## config.mk

```make
export PLATFORM = sky130hd
export DESIGN_NAME = ysyx_22041207_mem_arbiter
export DESIGN_NICKNAME = d
export VERILOG_FILES = /design/src/rtl/ysyx_22041207_mem_arbiter_pkg.sv /design/src/rtl/ysyx_22041207_arb_grant.sv /design/src/rtl/ysyx_22041207_mem_arbiter.sv
export SDC_FILE = /design/constraint.sdc
export NUM_CORES = 1
export LEC_CHECK = 0
export BUFFER_PORTS_ARGS = -buffer_cell sky130_fd_sc_hd__buf_2
export CAP_MARGIN = 15
export CORE_AREA = 2 2 198 200
export CTS_BUF_LIST = sky130_fd_sc_hd__clkbuf_4 sky130_fd_sc_hd__clkbuf_8
export CTS_CLUSTER_SIZE = 30
export DETAILED_ROUTE_END_ITERATION = 8
export DIE_AREA = 0 0 200 202
export GPL_ROUTABILITY_DRIVEN = 0
export SLEW_MARGIN = 25
export SYNTH_ARGS = -nofsm -noshare
export SYNTH_HDL_FRONTEND = slang
export SYNTH_HIERARCHICAL = 1
export SYNTH_SLANG_ARGS = --single-unit
export TNS_END_PERCENT = 10
```

## constraint.sdc

```tcl
create_clock -name clk -period 3.7 [get_ports clk]
set_clock_uncertainty 0.2 [all_clocks]
set_input_delay 0.74 -clock clk [delete_from_list [all_inputs] [get_ports clk]]
set_output_delay 0.74 -clock clk [all_outputs]
set_load 0.05 [all_outputs]
```

## src/rtl/ysyx_22041207_mem_arbiter_pkg.sv

```systemverilog
// Shared types for the IF/MEM memory-port arbiter: FSM states, owner encoding and
// bus field widths.
package ysyx_22041207_mem_arbiter_pkg;

   localparam int unsigned AddrW = 64;
   localparam int unsigned DataW = 64;
   localparam int unsigned MaskW = 8;
   localparam int unsigned InstW = 32;

   typedef enum logic [1:0] {
      StIdle = 2'd0,
      StReq  = 2'd1,
      StRsp  = 2'd2
   } arb_state_e;

   typedef enum logic [1:0] {
      OwnNone = 2'd0,
      OwnIf   = 2'd1,
      OwnMem  = 2'd2
   } arb_owner_e;

   // Pick the 32-bit instruction out of a 64-bit beat using PC bit 2.
   function automatic logic [InstW-1:0] sel_inst(input logic [DataW-1:0] rdata,
                                                 input logic             hi);
      return hi ? rdata[63:32] : rdata[31:0];
   endfunction

endpackage

```

## src/rtl/ysyx_22041207_arb_grant.sv

```systemverilog
// Combinational IF/MEM grant with MEM priority, plus the saturating counter that
// lets a waiting fetch through after STARVE_LIMIT back-to-back MEM grants.
module ysyx_22041207_arb_grant #(
   parameter int unsigned STARVE_LIMIT = 4,
   parameter int unsigned CNT_W        = 3
) (
   input  logic clk,
   input  logic rst_n,
   input  logic idle_i,
   input  logic if_req_valid_i,
   input  logic if_flush_i,
   input  logic mem_req_valid_i,
   output logic grant_if_o,
   output logic grant_mem_o
);

   localparam logic [CNT_W-1:0] Limit = CNT_W'(STARVE_LIMIT);

   logic [CNT_W-1:0] starve_cnt_q, starve_cnt_d;
   logic             if_live;
   logic             if_starved;

   always_comb begin
      if_live      = if_req_valid_i && !if_flush_i;
      if_starved   = if_live && (starve_cnt_q == Limit);
      grant_mem_o  = idle_i && mem_req_valid_i && !if_starved;
      grant_if_o   = idle_i && if_live && !grant_mem_o;
      starve_cnt_d = starve_cnt_q;
      // Raw if_req_valid counts as waiting, even if this cycle's fetch is being flushed.
      if (grant_if_o) begin
         starve_cnt_d = '0;
      end else if (grant_mem_o && if_req_valid_i && (starve_cnt_q != Limit)) begin
         starve_cnt_d = starve_cnt_q + CNT_W'(1);
      end
   end

   always_ff @(posedge clk) begin
      if (!rst_n) begin
         starve_cnt_q <= '0;
      end else begin
         starve_cnt_q <= starve_cnt_d;
      end
   end

endmodule

```

## src/rtl/ysyx_22041207_mem_arbiter.sv

```systemverilog
// Shares the single 64-bit memory port between IF and MEM, one bus transaction at a
// time; stale (flushed) fetch responses are swallowed.
module ysyx_22041207_mem_arbiter
   import ysyx_22041207_mem_arbiter_pkg::*;
#(
   parameter int unsigned STARVE_LIMIT = 4,
   parameter int unsigned CNT_W        = 3
) (
   input  logic             clk,
   input  logic             rst_n,
   input  logic             if_req_valid,
   input  logic [AddrW-1:0] if_req_addr,
   output logic             if_req_ready,
   input  logic             if_flush,
   output logic             if_rsp_valid,
   output logic [InstW-1:0] if_rsp_inst,
   input  logic             mem_req_valid,
   input  logic [AddrW-1:0] mem_req_addr,
   input  logic             mem_req_wen,
   input  logic [DataW-1:0] mem_req_wdata,
   input  logic [MaskW-1:0] mem_req_wmask,
   output logic             mem_req_ready,
   output logic             mem_rsp_valid,
   output logic [DataW-1:0] mem_rsp_rdata,
   output logic             bus_req_valid,
   output logic [AddrW-1:0] bus_req_addr,
   output logic             bus_req_wen,
   output logic [DataW-1:0] bus_req_wdata,
   output logic [MaskW-1:0] bus_req_wmask,
   input  logic             bus_req_ready,
   input  logic             bus_rsp_valid,
   input  logic [DataW-1:0] bus_rsp_rdata
);

   arb_state_e       state_q, state_d;
   arb_owner_e       owner_q, owner_d;
   logic             drop_q, drop_d;
   logic [AddrW-1:0] addr_q, addr_d;
   logic             wen_q, wen_d;
   logic [DataW-1:0] wdata_q, wdata_d;
   logic [MaskW-1:0] wmask_q, wmask_d;
   logic             if_rsp_valid_q, if_rsp_valid_d;
   logic [InstW-1:0] if_rsp_inst_q, if_rsp_inst_d;
   logic             mem_rsp_valid_q, mem_rsp_valid_d;
   logic [DataW-1:0] mem_rsp_rdata_q, mem_rsp_rdata_d;

   logic idle;
   logic in_req;
   logic grant_if;
   logic grant_mem;

   // Gate with rst_n so no handshake is offered during the reset cycle.
   assign idle   = (state_q == StIdle) && rst_n;
   assign in_req = (state_q == StReq);

   ysyx_22041207_arb_grant #(
      .STARVE_LIMIT (STARVE_LIMIT),
      .CNT_W        (CNT_W)
   ) u_grant (
      .clk             (clk),
      .rst_n           (rst_n),
      .idle_i          (idle),
      .if_req_valid_i  (if_req_valid),
      .if_flush_i      (if_flush),
      .mem_req_valid_i (mem_req_valid),
      .grant_if_o      (grant_if),
      .grant_mem_o     (grant_mem)
   );

   always_comb begin
      state_d         = state_q;
      owner_d         = owner_q;
      drop_d          = drop_q;
      addr_d          = addr_q;
      wen_d           = wen_q;
      wdata_d         = wdata_q;
      wmask_d         = wmask_q;
      if_rsp_valid_d  = 1'b0;
      if_rsp_inst_d   = '0;
      mem_rsp_valid_d = 1'b0;
      mem_rsp_rdata_d = '0;
      case (state_q)
         StIdle: begin
            if (grant_mem) begin
               state_d = StReq;
               owner_d = OwnMem;
               drop_d  = 1'b0;
               addr_d  = mem_req_addr;
               wen_d   = mem_req_wen;
               wdata_d = mem_req_wdata;
               wmask_d = mem_req_wmask;
            end else if (grant_if) begin
               state_d = StReq;
               owner_d = OwnIf;
               drop_d  = 1'b0;
               addr_d  = if_req_addr;
               wen_d   = 1'b0;
               wdata_d = '0;
               wmask_d = '0;
            end
         end
         StReq: begin
            if (owner_q == OwnIf && if_flush) drop_d = 1'b1;
            if (bus_req_ready) state_d = StRsp;
         end
         StRsp: begin
            if (owner_q == OwnIf && if_flush) drop_d = 1'b1;
            if (bus_rsp_valid) begin
               state_d = StIdle;
               owner_d = OwnNone;
               drop_d  = 1'b0;
               if (owner_q == OwnIf && !drop_q && !if_flush) begin
                  if_rsp_valid_d = 1'b1;
                  if_rsp_inst_d  = sel_inst(bus_rsp_rdata, addr_q[2]);
               end else if (owner_q == OwnMem) begin
                  mem_rsp_valid_d = 1'b1;
                  mem_rsp_rdata_d = wen_q ? '0 : bus_rsp_rdata;
               end
            end
         end
         default: begin
            state_d = StIdle;
            owner_d = OwnNone;
            drop_d  = 1'b0;
         end
      endcase
   end

   always_ff @(posedge clk) begin
      if (!rst_n) begin
         state_q         <= StIdle;
         owner_q         <= OwnNone;
         drop_q          <= 1'b0;
         addr_q          <= '0;
         wen_q           <= 1'b0;
         wdata_q         <= '0;
         wmask_q         <= '0;
         if_rsp_valid_q  <= 1'b0;
         if_rsp_inst_q   <= '0;
         mem_rsp_valid_q <= 1'b0;
         mem_rsp_rdata_q <= '0;
      end else begin
         state_q         <= state_d;
         owner_q         <= owner_d;
         drop_q          <= drop_d;
         addr_q          <= addr_d;
         wen_q           <= wen_d;
         wdata_q         <= wdata_d;
         wmask_q         <= wmask_d;
         if_rsp_valid_q  <= if_rsp_valid_d;
         if_rsp_inst_q   <= if_rsp_inst_d;
         mem_rsp_valid_q <= mem_rsp_valid_d;
         mem_rsp_rdata_q <= mem_rsp_rdata_d;
      end
   end

   assign if_req_ready  = grant_if;
   assign mem_req_ready = grant_mem;
   assign if_rsp_valid  = if_rsp_valid_q;
   assign if_rsp_inst   = if_rsp_inst_q;
   assign mem_rsp_valid = mem_rsp_valid_q;
   assign mem_rsp_rdata = mem_rsp_rdata_q;
   assign bus_req_valid = in_req;
   assign bus_req_addr  = in_req ? addr_q : '0;
   assign bus_req_wen   = in_req && wen_q;
   assign bus_req_wdata = in_req ? wdata_q : '0;
   assign bus_req_wmask = in_req ? wmask_q : '0;

endmodule

```

Word level (Yosys, flattened, before mapping)

Index checks and enable logic that the tools add are counted.

Bits in registers: 243
Input port bits: 272
Output and inout port bits: 238

$add $sub $neg: 1
Equality and inequality tests: 9
Mux-type cells: 25
Bitwise operators: 5
Reduce and logical (&&, ||, !) cells: 27

Operators with widths:

| operator            | count |
|---|---|
| $mux 64             | 6 |
| $mux 32             | 1 |
| $mux 8              | 3 |
| $logic_and 1x1->1   | 13 |
| $pmux 2 s3          | 2 |
| $mux 2              | 5 |
| $reduce_and 3->1    | 3 |
| $mux 1              | 7 |
| $ne 3x3->1 const B  | 2 |
| $reduce_or 6->1     | 1 |
| $not 1->1           | 5 |
| $eq 2x1->1 const B  | 2 |
| $eq 2x2->1 const B  | 2 |
| $logic_not 1->1     | 4 |
| $ne 2x2->1 const B  | 2 |
| $reduce_and 4->1    | 1 |
| $reduce_or 4->1     | 1 |
| $add 3x1->3 const B | 1 |
| $eq 3x3->1 const B  | 1 |
| $pmux 1 s3          | 1 |
| $logic_not 2->1     | 1 |
| $reduce_and 2->1    | 1 |
| $reduce_bool 2->1   | 1 |
| $reduce_or 2->1     | 1 |

Depth between registers and ports, before layout

Gate-level depths: netlist of the first run.

Depth in word-level cells: 10
Depth in mapped cells: 11
Depth with buffers taken out: 8

Modules after synthesis

The synthesis of the first run kept the hierarchy.

Modules (own cells, without submodules):

| module                    | instances | cells an instance | area an instance (um^2) | seq. area each (um^2) |
|---|---|---|---|---|
| ysyx_22041207_mem_arbiter | 1         | 960               | 9670.5                  | 4804.6 |
| ysyx_22041207_arb_grant   | 1         | 27                | 219.0                   | 60.1 |

Worst setup path after synthesis of the first run

No wires, ideal clock.

Path type: input -> register
Start point: in rst_n
End point: reg addr_q[10]
Arrival: 3.354 ns
Slack: 0.029 ns
Cell stages on the path: 11
Cell sequence: buf_2 clkbuf_1 and2_1 nand2_1 a31oi_1 buf_2 buf_2 buf_4 mux2i_1 nand2_1 o211a_1

Cells in the longest elaborated chain, start to end: 7
Elaborated cells on any way between the ends: 9
Those cells by class: mux (1); reduce/logical (8)

Ends and longest elaborated chain:

| item                                | line                             | source |
|---|---|---|
| from (decl)                         | ysyx_22041207_mem_arbiter.sv:10  | `input logic rst_n,` |
| $logic_and 1x1->1 (*)               | ysyx_22041207_mem_arbiter.sv:53  | `assign idle = (state_q == StIdle) && rst_n;` |
| via idle                            | ysyx_22041207_mem_arbiter.sv:47  | `logic idle;` |
| $logic_and 1x1->1 (*) (2 in series) | ysyx_22041207_arb_grant.sv:26    | `grant_mem_o = idle_i && mem_req_valid_i && !if_starved;` |
| via mem_req_ready                   | ysyx_22041207_mem_arbiter.sv:22  | `output logic mem_req_ready,` |
| $logic_not 1->1                     | ysyx_22041207_arb_grant.sv:27    | `grant_if_o = idle_i && if_live && !grant_mem_o;` |
| $logic_and 1x1->1                   | ysyx_22041207_arb_grant.sv:27    |  |
| $reduce_bool 2->1 (no source line)  | --                               |  |
| $reduce_and 2->1 (no source line)   | --                               |  |
| to (signal assigned)                | ysyx_22041207_mem_arbiter.sv:146 | `addr_q <= addr_d;` |
| to (decl)                           | ysyx_22041207_mem_arbiter.sv:38  | `logic [AddrW-1:0] addr_q, addr_d;` |

The timed path passes the listed nets; every way through them passes the cells marked *.
A chain may end at the register's enable or synchronous reset.

Final worst setup path of the first run

Start point: reg state_q[1]
End point: out if_req_ready

Cells in the longest elaborated chain, start to end: 6
Elaborated cells on any way between the ends: 7
Those cells by class: reduce/logical (7)

Ends and longest elaborated chain:

| item                            | line                             | source |
|---|---|---|
| from (decl)                     | ysyx_22041207_mem_arbiter.sv:35  | `arb_state_e state_q, state_d;` |
| from (signal assigned)          | ysyx_22041207_mem_arbiter.sv:131 | `state_q <= StIdle;` |
| from (signal assigned)          | ysyx_22041207_mem_arbiter.sv:143 | `state_q <= state_d;` |
| $logic_not 2->1 (*)             | ysyx_22041207_mem_arbiter.sv:53  |  |
| $logic_and 1x1->1 (*)           | ysyx_22041207_mem_arbiter.sv:53  |  |
| via idle                        | ysyx_22041207_mem_arbiter.sv:47  |  |
| $logic_and 1x1->1 (2 in series) | ysyx_22041207_arb_grant.sv:26    |  |
| $logic_not 1->1                 | ysyx_22041207_arb_grant.sv:27    |  |
| $logic_and 1x1->1 (*)           | ysyx_22041207_arb_grant.sv:27    |  |
| to (decl)                       | ysyx_22041207_mem_arbiter.sv:13  | `output logic if_req_ready,` |

Marked as above.

==> flow_summary.yaml, run 1 <==
route:
  drc: 0
  drtAntennaViolNets: 0
  routed_wl_microns: 31100
  routed-via-count: 8741
  routed_via_density: 4.33
  wl_per_cell_microns: 15.4
  drt_iter0_drc: 331
  drt-pass1-iter-count: 4
floorplanning:
  die_y_microns: 202
  ios: 510
  start_util: 0.258
  die_w_microns: 200
  coreArea_sq_um: 38300
  core.rowCount: 72
  dieArea_sq_um: 40400
logic_synthesis:
  async_reset_ff_frac: 0
  ys_types: 33
  yosys_register_bits: 243
  synth_edf_count: 0
  synth_top_area_frac: 0.492
  syn-cell-area_sq_um: 9890
  synthCells: 987
  yosys-top-cells-area: "dfxtp_1, and2_1, mux2i_1"
  yosysWarningCount: 6
  ys.flop_type: "dfxtp_1"
  avgSynthCellArea_sq_um: 10.0
  synth_top_cell_by_area: "dfxtp_1"
  syn-num-nets: 1265
  synth-seq-area-share: 0.492
critical_path:
  path_class: "flip-flop to primary output"
  cp.arrival_ns: 2.51
  end_kind: "primary output"
  cp-start-kind: "flip-flop"
  path_max_fanout: 6
  cp.required_ns: 2.76
clock_network:
  cts_hold_buffers: 0
  clk_pin_slew_ns: 0.06
  cts_buffer_depth: 3
  h-tree-depth: 2
  ctsResizeCount: 0
  cts_buffers: 42
  cts_tree: "built"
  cts_setup_buffers: 0
  clk_latency_ns: 0.56
  cts_root_buf: "clkbuf_8"
  clock-sinks: 243
layout:
  multi_input_area_sq_um: 4670
  layout.nets: 1752
  regArea_sq_um: 4870
  drive_above_1_share: 0.407
  fillers: 3992
  layout_commonest_cell: "buf_2"
  syn_to_final_growth_pct: 38.8
  stdcell_area_sq_um: 13700
  final_cell_mix: "buf_2, dfxtp_1, and2_1, mux2i_1, nor2b_1"
sta:
  min_period_over_period: 0.933
  period_minus_slack_ns: 3.45
  timing_hold_violations_final: 0
  fmax_mhz: 290
  setup_viol: 0
  maxSlewViolCount: 0
  setup-tns-final_ns: 0
  worstMarginPinSlew_ns: 0.760
  relSlewSlack: 0.493
  rsz0062_at_grt: "no"
global_routing:
  grt_first_pass_wirelength_microns: 46200
  grt_pass1_vias: 8651
  grtUsageTotal: 0.146
  antenna_found_initial: 1
  overflow: 0
  grt_start_max_net_pins: 81
outcome:
  status: "finished, final reports clean"
placed_design:
  placement.io_buffers: 509
  dpl.hpwl_microns: 22500
  placed_area_sq_um: 12900
worst_hold_path:
  worstHoldPathType: "input pin to flip-flop"
flow_run:
  maxCapViolations: 0
pwr:
  irDropWorstVdd_mv: 0.275
  leakage_nw: 7.10
  power.density_nw_per_um2: 553
area by class of cell:
class                      count  area share
antenna                        1    0.000182
inverter                       6     0.00164
clock buffer                  65      0.0565
timing repair buffer         525       0.197
tap                          518      0.0472
sequential                   243       0.354
clock inverter                 6     0.00283
multi-input combinational    656       0.340
worst max-delay path: stages, from the launching register on:
cell      delay, ns
dfxtp_1        0.32
inv_1          0.13
ha_1           0.33
and2_1         0.25
nand3b_1       0.14
nor2_1         0.40
buf_2          0.37
per-stage QoR:
step | utilization | instances | hold WS (ns) | total power [W] | setup slack (ns)
CTS | 0.359 | 2019 | 0.118 | 0.00772 | 0.140
global placement | 0.337 | 1948 | 0.271 | 0.00523 | 0.731
floorplan | - | 987 | 0.252 | 0.00460 | 0.0295
global route | 0.359 | 2020 | 0.133 | 0.00802 | 0.00395
detailed placement | 0.337 | 1948 | 0.279 | 0.00525 | 0.713
finish | 0.359 | 2020 | 0.185 | 0.00759 | 0.247
state kept, by name, indices dropped and copies added, names as in the netlist:
signal / flops
addr_q: 64
drop_q: 1
if_rsp_inst: 32
if_rsp_valid: 1
mem_rsp_rdata: 64
mem_rsp_valid: 1
owner_q: 2
state_q: 2
u_grant/starve_cnt_q: 3
wdata_q: 64
wen_q: 1
wmask_q: 8
cells by family (layout without fill, tap and decap cells):
logic type,after synthesis,count (layout),share of synthesized area
and+or+nand+nor,400,400,0.229
buffers and inverters,88,602,0.0411
AOI/OAI and AO/OA,153,153,0.133
muxes,97,97,0.0982
adders and majority gates,6,6,0.00759
other,0,1,0
DFF,243,243,0.492
cells in the mapped netlist, types with 2 or more instances:
cell      instances
nand2b_1          2
o21ai_2           2
nor2_1           34
mux2i_1          97
o221a_2           3
inv_1             6
ha_1              6
o21a_1            2
nand2_1          69
nand3_1           4
buf_1             3
nor2b_1          76
dfxtp_1         243
a22oi_1          73
o21ai_0           3
a21oi_1           3
clkbuf_1         43
and2_1          204
o211a_1          64
buf_4             5
buf_6             3
buf_2            28
nor3_2            2
nor3b_1           3
report_power, final:
group / leakage (nW) / switching, W / internal, W
Clock: 0.435 / 0.00108 / 0.00133
Combinational: 4.70 / 0.00137 / 0.000780
Sequential: 1.97 / 0.000139 / 0.00290
path summary, 6_finish.rpt:
check                          start                      endpoint  slack (ns)  cells past startpoint
max          state_q[1]$_SDFFE_PN0P_                  if_req_ready        0.25                      6
min                bus_rsp_rdata[45]  mem_rsp_rdata[45]$_SDFF_PP0_        0.18                      2
max reg2reg  state_q[1]$_SDFFE_PN0P_       addr_q[47]$_SDFFE_PN0P_        0.74                      9
min reg2reg  addr_q[24]$_SDFFE_PN0P_       addr_q[24]$_SDFFE_PN0P_        0.29                      1
layer usage:
layer | wire length (microns) | track usage | vias to the layer above
met2 | 14900 | 0.250 | 343
met3 | 2270 | 0.0380 | 58
li1 | - | - | 4306
met5 | 0 | 0 | -
met1 | 13000 | 0.173 | 4034
met4 | 904 | 0.0563 | 0
(Power assumes the default switching activity.)
==> run 2: changes to the inputs <==
--- a/config.mk
+++ b/config.mk
@@ -13,6 +13,7 @@
 export DETAILED_ROUTE_END_ITERATION = 8
 export DIE_AREA = 0 0 200 202
 export GPL_ROUTABILITY_DRIVEN = 0
+export REMOVE_ABC_BUFFERS = 1
 export SLEW_MARGIN = 25
 export SYNTH_ARGS = -nofsm -noshare
 export SYNTH_HDL_FRONTEND = slang
==> flow_summary.yaml, run 2 (same netlist as run 1, synthesis figures left out) <==
critical_path:
  cp.required_ns: 2.76
  end_kind: "primary output"
  reg2reg_depth: 9
  worst-path-buf-inv: 2
  path_depth: 6
  max_stage_delay_ns: 0.41
  critPathTopFamily: "simple AND/OR/NAND/NOR gates"
  cpMaxStageDelayCell: "nor2_1"
  cp-endpoint: "if_req_ready"
  r2r_start: "state_q[0]$_SDFFE_PN0P_"
  crit_start: "state_q[0]$_SDFFE_PN0P_"
  cp.arrival_ns: 2.53
  r2r-end: "addr_q[48]$_SDFFE_PN0P_"
  reg2reg_slack_ns: 0.84
  path_cells: "inv_1 > ha_1 > and2_1 > nand3b_1 > nor2_1 > buf_2"
  path_class: "flip-flop to primary output"
  cp-start-kind: "flip-flop"
  path_max_fanout: 6
outcome:
  status: "finished, final reports clean"
sta:
  worstMarginPinSlew_ns: 0.737
  maxSlewViolCount: 0
  setup-tns-final_ns: 0
  setup_viol: 0
  relSlewSlack: 0.509
  fmax_mhz: 288
  holdWs_ns: 0.162
  min_period_over_period: 0.938
  rsz0062_at_grt: "no"
  timing_hold_violations_final: 0
  period_minus_slack_ns: 3.47
route:
  routed-via-count: 8823
  drt_iter0_drc: 285
  drt-pass1-iter-count: 4
  drc: 0
  wl_per_cell_microns: 15.6
  drtAntennaViolNets: 0
  routed_via_density: 4.35
  routed_wl_microns: 31600
placed_design:
  placed_area_sq_um: 12900
  placement.io_buffers: 509
  dpl.hpwl_microns: 23000
pwr:
  irDropWorstVdd_mv: 0.352
  leakage_nw: 7.17
  power_w: 0.00783
  power.density_nw_per_um2: 565
flow_run:
  maxCapViolations: 0
clock_network:
  cts_hold_buffers: 0
  ctsResizeCount: 0
  cts_tree: "built"
  clk_pin_slew_ns: 0.06
  cts_root_buf: "clkbuf_8"
  cts_buffers: 44
  clk_latency_ns: 0.59
  clock-sinks: 243
  cts_buffer_depth: 3
  h-tree-depth: 2
floorplanning:
  die_w_microns: 200
  core.rowCount: 72
  ios: 510
  coreArea_sq_um: 38300
  dieArea_sq_um: 40400
  die_y_microns: 202
  start_util: 0.258
layout:
  layout_commonest_cell: "buf_2"
  drive_above_1_share: 0.410
  final_cell_mix: "buf_2, dfxtp_1, and2_1, mux2i_1, nor2b_1"
  layout.nets: 1753
  syn_to_final_growth_pct: 40.1
  stdcell_area_sq_um: 13900
global_routing:
  grt_start_max_net_pins: 101
  grt_first_pass_wirelength_microns: 46900
  grtUsageTotal: 0.148
  grt_pass1_vias: 8724
  antenna_found_initial: 7
  overflow: 0
worst_hold_path:
  worstHoldPathType: "input pin to flip-flop"
-- run 2: cell count changes in the layout (fill, tap and decap cells not counted), sizes merged --
cell    previous run  this run
inv                7         8
buf              525       524
clkbuf            65        72
-- run 2: timing repair --
action / in CTS / in global routing
setup buffers: 0 / 1
endpoints found under the hold margin: 0 / 0
setup endpoints to repair: 0 / 30
-- run 2: metal layers --
metal / track usage / vias to the layer above / wire length, microns
met5: 0 / - / 57
met4: 0.0497 / 8 / 729
met3: 0.0609 / 63 / 3100
met2: 0.259 / 338 / 15200
met1: 0.161 / 4101 / 12600
li1: - / 4313 / -
-- run 2: worst min path at each step --
stage | cells after the start | slack (ns) | to | start
after global placement | 1 | 0.27 | addr_q[53]$_SDFFE_PN0P_ | addr_q[53]$_SDFFE_PN0P_
after detailed placement | 1 | 0.28 | addr_q[18]$_SDFFE_PN0P_ | addr_q[18]$_SDFFE_PN0P_
after global routing | 2 | 0.12 | mem_rsp_rdata[17]$_SDFF_PP0_ | bus_rsp_rdata[17]
after floorplan | 2 | 0.25 | state_q[0]$_SDFFE_PN0P_ | state_q[0]$_SDFFE_PN0P_
after CTS | 2 | 0.11 | mem_rsp_rdata[4]$_SDFF_PP0_ | bus_rsp_rdata[4]
final | 2 | 0.16 | mem_rsp_rdata[49]$_SDFF_PP0_ | bus_rsp_rdata[49]
-- run 2: layout make-up --
class	instances	area, sq um
clock inverters	7	50.0
multi-input cells	656	4670
diodes	1	2.50
fillers	3982	24400
well taps	518	648
repair buffers	524	2730
flip-flops and latches	243	4870
inverters	6	22.5
clock buffers	72	872
-- run 2: report_power, final --
| group | switching, W | internal [W] |
|---|---|---|
| Combinational | 0.00136 | 0.000787 |
| Clock | 0.00114 | 0.00149 |
| Sequential | 0.000148 | 0.00290 |
-- run 2: stage by stage --
stage | setup slack (ns) | std cells | util
6_report | 0.231 | 2027 | 0.362
5_1_grt | 0.000378 | 2026 | 0.362
4_1_cts | 0.00373 | 2025 | 0.361
3_5_place_dp | 0.697 | 1946 | 0.337
3_3_place_gp | 0.675 | 1946 | 0.337
2_1_floorplan | -6.70 | 905 | -
-- run 2: worst reg2reg max path, cell delays in order, from the launching register on --
cell and delay, ns:
dfxtp_1 0.35, inv_1 0.12, ha_1 0.31, and2_1 0.24, nand3b_1 0.12, nor2_1 0.41
o21a_4 0.44, buf_12 0.30, nand2_1 0.11, o211a_1 0.13
==> run 3: changes to the inputs <==
--- a/config.mk
+++ b/config.mk
@@ -5,13 +5,14 @@
 export SDC_FILE = /design/constraint.sdc
 export NUM_CORES = 1
 export LEC_CHECK = 0
+export ABC_AREA = 1
 export BUFFER_PORTS_ARGS = -buffer_cell sky130_fd_sc_hd__buf_2
 export CAP_MARGIN = 15
-export CORE_AREA = 2 2 198 200
+export CORE_AREA = 2 2 201 203
 export CTS_BUF_LIST = sky130_fd_sc_hd__clkbuf_4 sky130_fd_sc_hd__clkbuf_8
 export CTS_CLUSTER_SIZE = 30
 export DETAILED_ROUTE_END_ITERATION = 8
-export DIE_AREA = 0 0 200 202
+export DIE_AREA = 0 0 203 205
 export GPL_ROUTABILITY_DRIVEN = 0
 export REMOVE_ABC_BUFFERS = 1
 export SLEW_MARGIN = 25
==> flow_summary.yaml, run 3 <==
outcome:
  status: "finished, final reports clean"
clock_network:
  cts_setup_buffers: 0
  cts_root_buf: "clkbuf_8"
  clk_pin_slew_ns: 0.06
  clock-sinks: 243
  cts_buffer_depth: 3
  clk_latency_ns: 0.58
  cts_buffers: 44
  cts_hold_buffers: 0
  cts_tree: "built"
  h-tree-depth: 2
  ctsResizeCount: 0
pwr:
  leakage_nw: 8.34
  switching_share: 0.376
  power_switching_w: 0.00312
  power.density_nw_per_um2: 592
  intPower_w: 0.00518
  p_comb_frac: 0.302
  p_clk_frac: 0.325
  power_frac_seq: 0.374
  irDropWorstVdd_mv: 0.280
  power_w: 0.00831
sta:
  timing_hold_violations_final: 0
  min_period_over_period: 0.931
  setup-tns-final_ns: 0
  rsz0062_at_grt: "no"
  relSlewSlack: 0.463
  holdWs_ns: 0.181
  period_minus_slack_ns: 3.45
  setup_viol: 0
  worstMarginPinSlew_ns: 0.806
  fmax_mhz: 290
  maxSlewViolCount: 0
critical_path:
  cp-start-kind: "flip-flop"
  cp.arrival_ns: 2.51
  path_class: "flip-flop to primary output"
  path_cells: "inv_1 > ha_1 > nand2_1 > inv_1 > nand2_1 > inv_1 > nand2_1 > inv_2 > buf_4 > buf_2"
  end_kind: "primary output"
  cpMaxStageDelayCell: "dfxtp_1"
  cp.required_ns: 2.76
  max_stage_delay_ns: 0.33
  critPathTopFamily: "buffers and inverters"
  worst-path-buf-inv: 6
  path_max_fanout: 22
route:
  drc: 0
  wl_per_cell_microns: 13.5
  routed_wl_microns: 34700
  drt-pass1-iter-count: 5
  drt_iter0_drc: 532
  routed_via_density: 4.19
  routed-via-count: 10739
  drtAntennaViolNets: 0
logic_synthesis:
  netlist_top_cells_count: "nand2_1, nor2_1, dfxtp_1, inv_1, a21oi_1"
  yosysWarningCount: 6
  avgSynthCellArea_sq_um: 6.68
  synth_top_area_frac: 0.476
  syn-cell-area_sq_um: 10200
  synth-seq-area-share: 0.476
  synth_top_cell_by_area: "dfxtp_1"
  async_reset_ff_frac: 0
  ys.flop_type: "dfxtp_1"
  synth_most_common_cell: "nand2_1"
  yosys_register_bits: 243
  ys_types: 23
  synth_edf_count: 0
  yosys-top-cells-area: "dfxtp_1, nand2_1, nor2_1"
  synthCells: 1531
global_routing:
  overflow: 0
  grt_first_pass_wirelength_microns: 52700
  grt_pass1_vias: 10353
  antenna_found_initial: 5
  grtUsageTotal: 0.158
  grt_start_max_net_pins: 105
flow_run:
  maxCapViolations: 0
layout:
  antenna_cells: 0
  layout_commonest_cell: "buf_2"
  multi_input_area_sq_um: 4010
  drive_above_1_share: 0.308
  regArea_sq_um: 4870
  post_layout_nonfiller_instances: 2566
  fillers: 4347
  syn_to_final_growth_pct: 37.2
  final_cell_mix: "buf_2, nand2_1, nor2_1, dfxtp_1, inv_1"
  post-route-util: 0.356
  layout.nets: 2288
floorplanning:
  start_util: 0.260
  coreArea_sq_um: 39400
  die_w_microns: 203
  die_y_microns: 205
  core.rowCount: 73
  ios: 510
  dieArea_sq_um: 41600
placed_design:
  dp_cells: 2489
  dpl.hpwl_microns: 24500
  placement.io_buffers: 509
worst_hold_path:
  worstHoldPathType: "input pin to flip-flop"
## run 3: cell types whose count changed after synthesis, moves of 17 or more
cell,delta
a21oi_1,+106
o21ai_0,+44
nor2_1,+225
a22oi_1,-73
inv_1,+219
clkbuf_1,-28
nor2b_1,-76
and2_1,-203
buf_2,+17
o211a_1,-64
nand2_1,+439
o21ai_1,+17
mux2i_1,-97
## run 3: final cells by class
cell class,count,area share
Inverter,228,0.0614
Clock inverter,10,0.00660
Clock buffer,67,0.0599
Timing Repair Buffer,523,0.193
Sequential cell,243,0.347
Tap cell,525,0.0468
Multi-Input combinational cell,970,0.286
## run 3: through the flow
step                setup slack, ns  instance area [sq um]
finish                        0.254                  14000
detailed placement            0.706                  13100
global placement              0.565                  13100
floorplan                     -2.15                   9710
global route                 0.0347                  14000
CTS                           0.161                  14000
## run 3: final timing paths
kind | from | to | slack (ns) | cells after the start
min | bus_rsp_rdata[34] | mem_rsp_rdata[34]$_SDFF_PP0_ | 0.18 | 3
max reg2reg | state_q[1]$_SDFFE_PN0P_ | addr_q[14]$_SDFFE_PN0P_ | 0.95 | 13
max | state_q[1]$_SDFFE_PN0P_ | mem_req_ready | 0.25 | 10
min reg2reg | wdata_q[39]$_SDFFE_PN0P_ | wdata_q[39]$_SDFFE_PN0P_ | 0.26 | 2
## run 3: power groups by stage
stage	clock, W	sequential (W)	combinational, W
floorplan	0	0.00318	0.00166
global placement	0	0.00315	0.00252
detailed placement	0	0.00316	0.00254
CTS	0.00280	0.00311	0.00255
global route	0.00291	0.00314	0.00282
finish	0.00270	0.00311	0.00251
## run 3: cell families after synthesis
group           count (synthesis)  synth area share
buf+inv                       318             0.134
fa+ha+maj                       6           0.00734
flops                         243             0.476
simple gates                  790             0.297
compound gates                174            0.0856
## run 3: worst register-to-register path, cell delays in order, from the launching register on
cell	delay, ns
dfxtp_1	0.33
inv_1	0.14
ha_1	0.32
nand2_1	0.08
inv_1	0.07
nand2_1	0.07
inv_1	0.07
nand2_1	0.09
inv_2	0.16
buf_4	0.21
o21ai_4	0.10
inv_4	0.52
nor2_1	0.18
nor2_1	0.13
## run 3: layer usage
| layer | track usage | vias up | wire (microns) |
|---|---|---|---|
| li1 | - | 5459 | - |
| met1 | 0.184 | 4781 | 14300 |
| met5 | 0 | - | 67 |
| met4 | 0.0626 | 10 | 973 |
| met3 | 0.0509 | 71 | 3000 |
| met2 | 0.270 | 418 | 16400 |
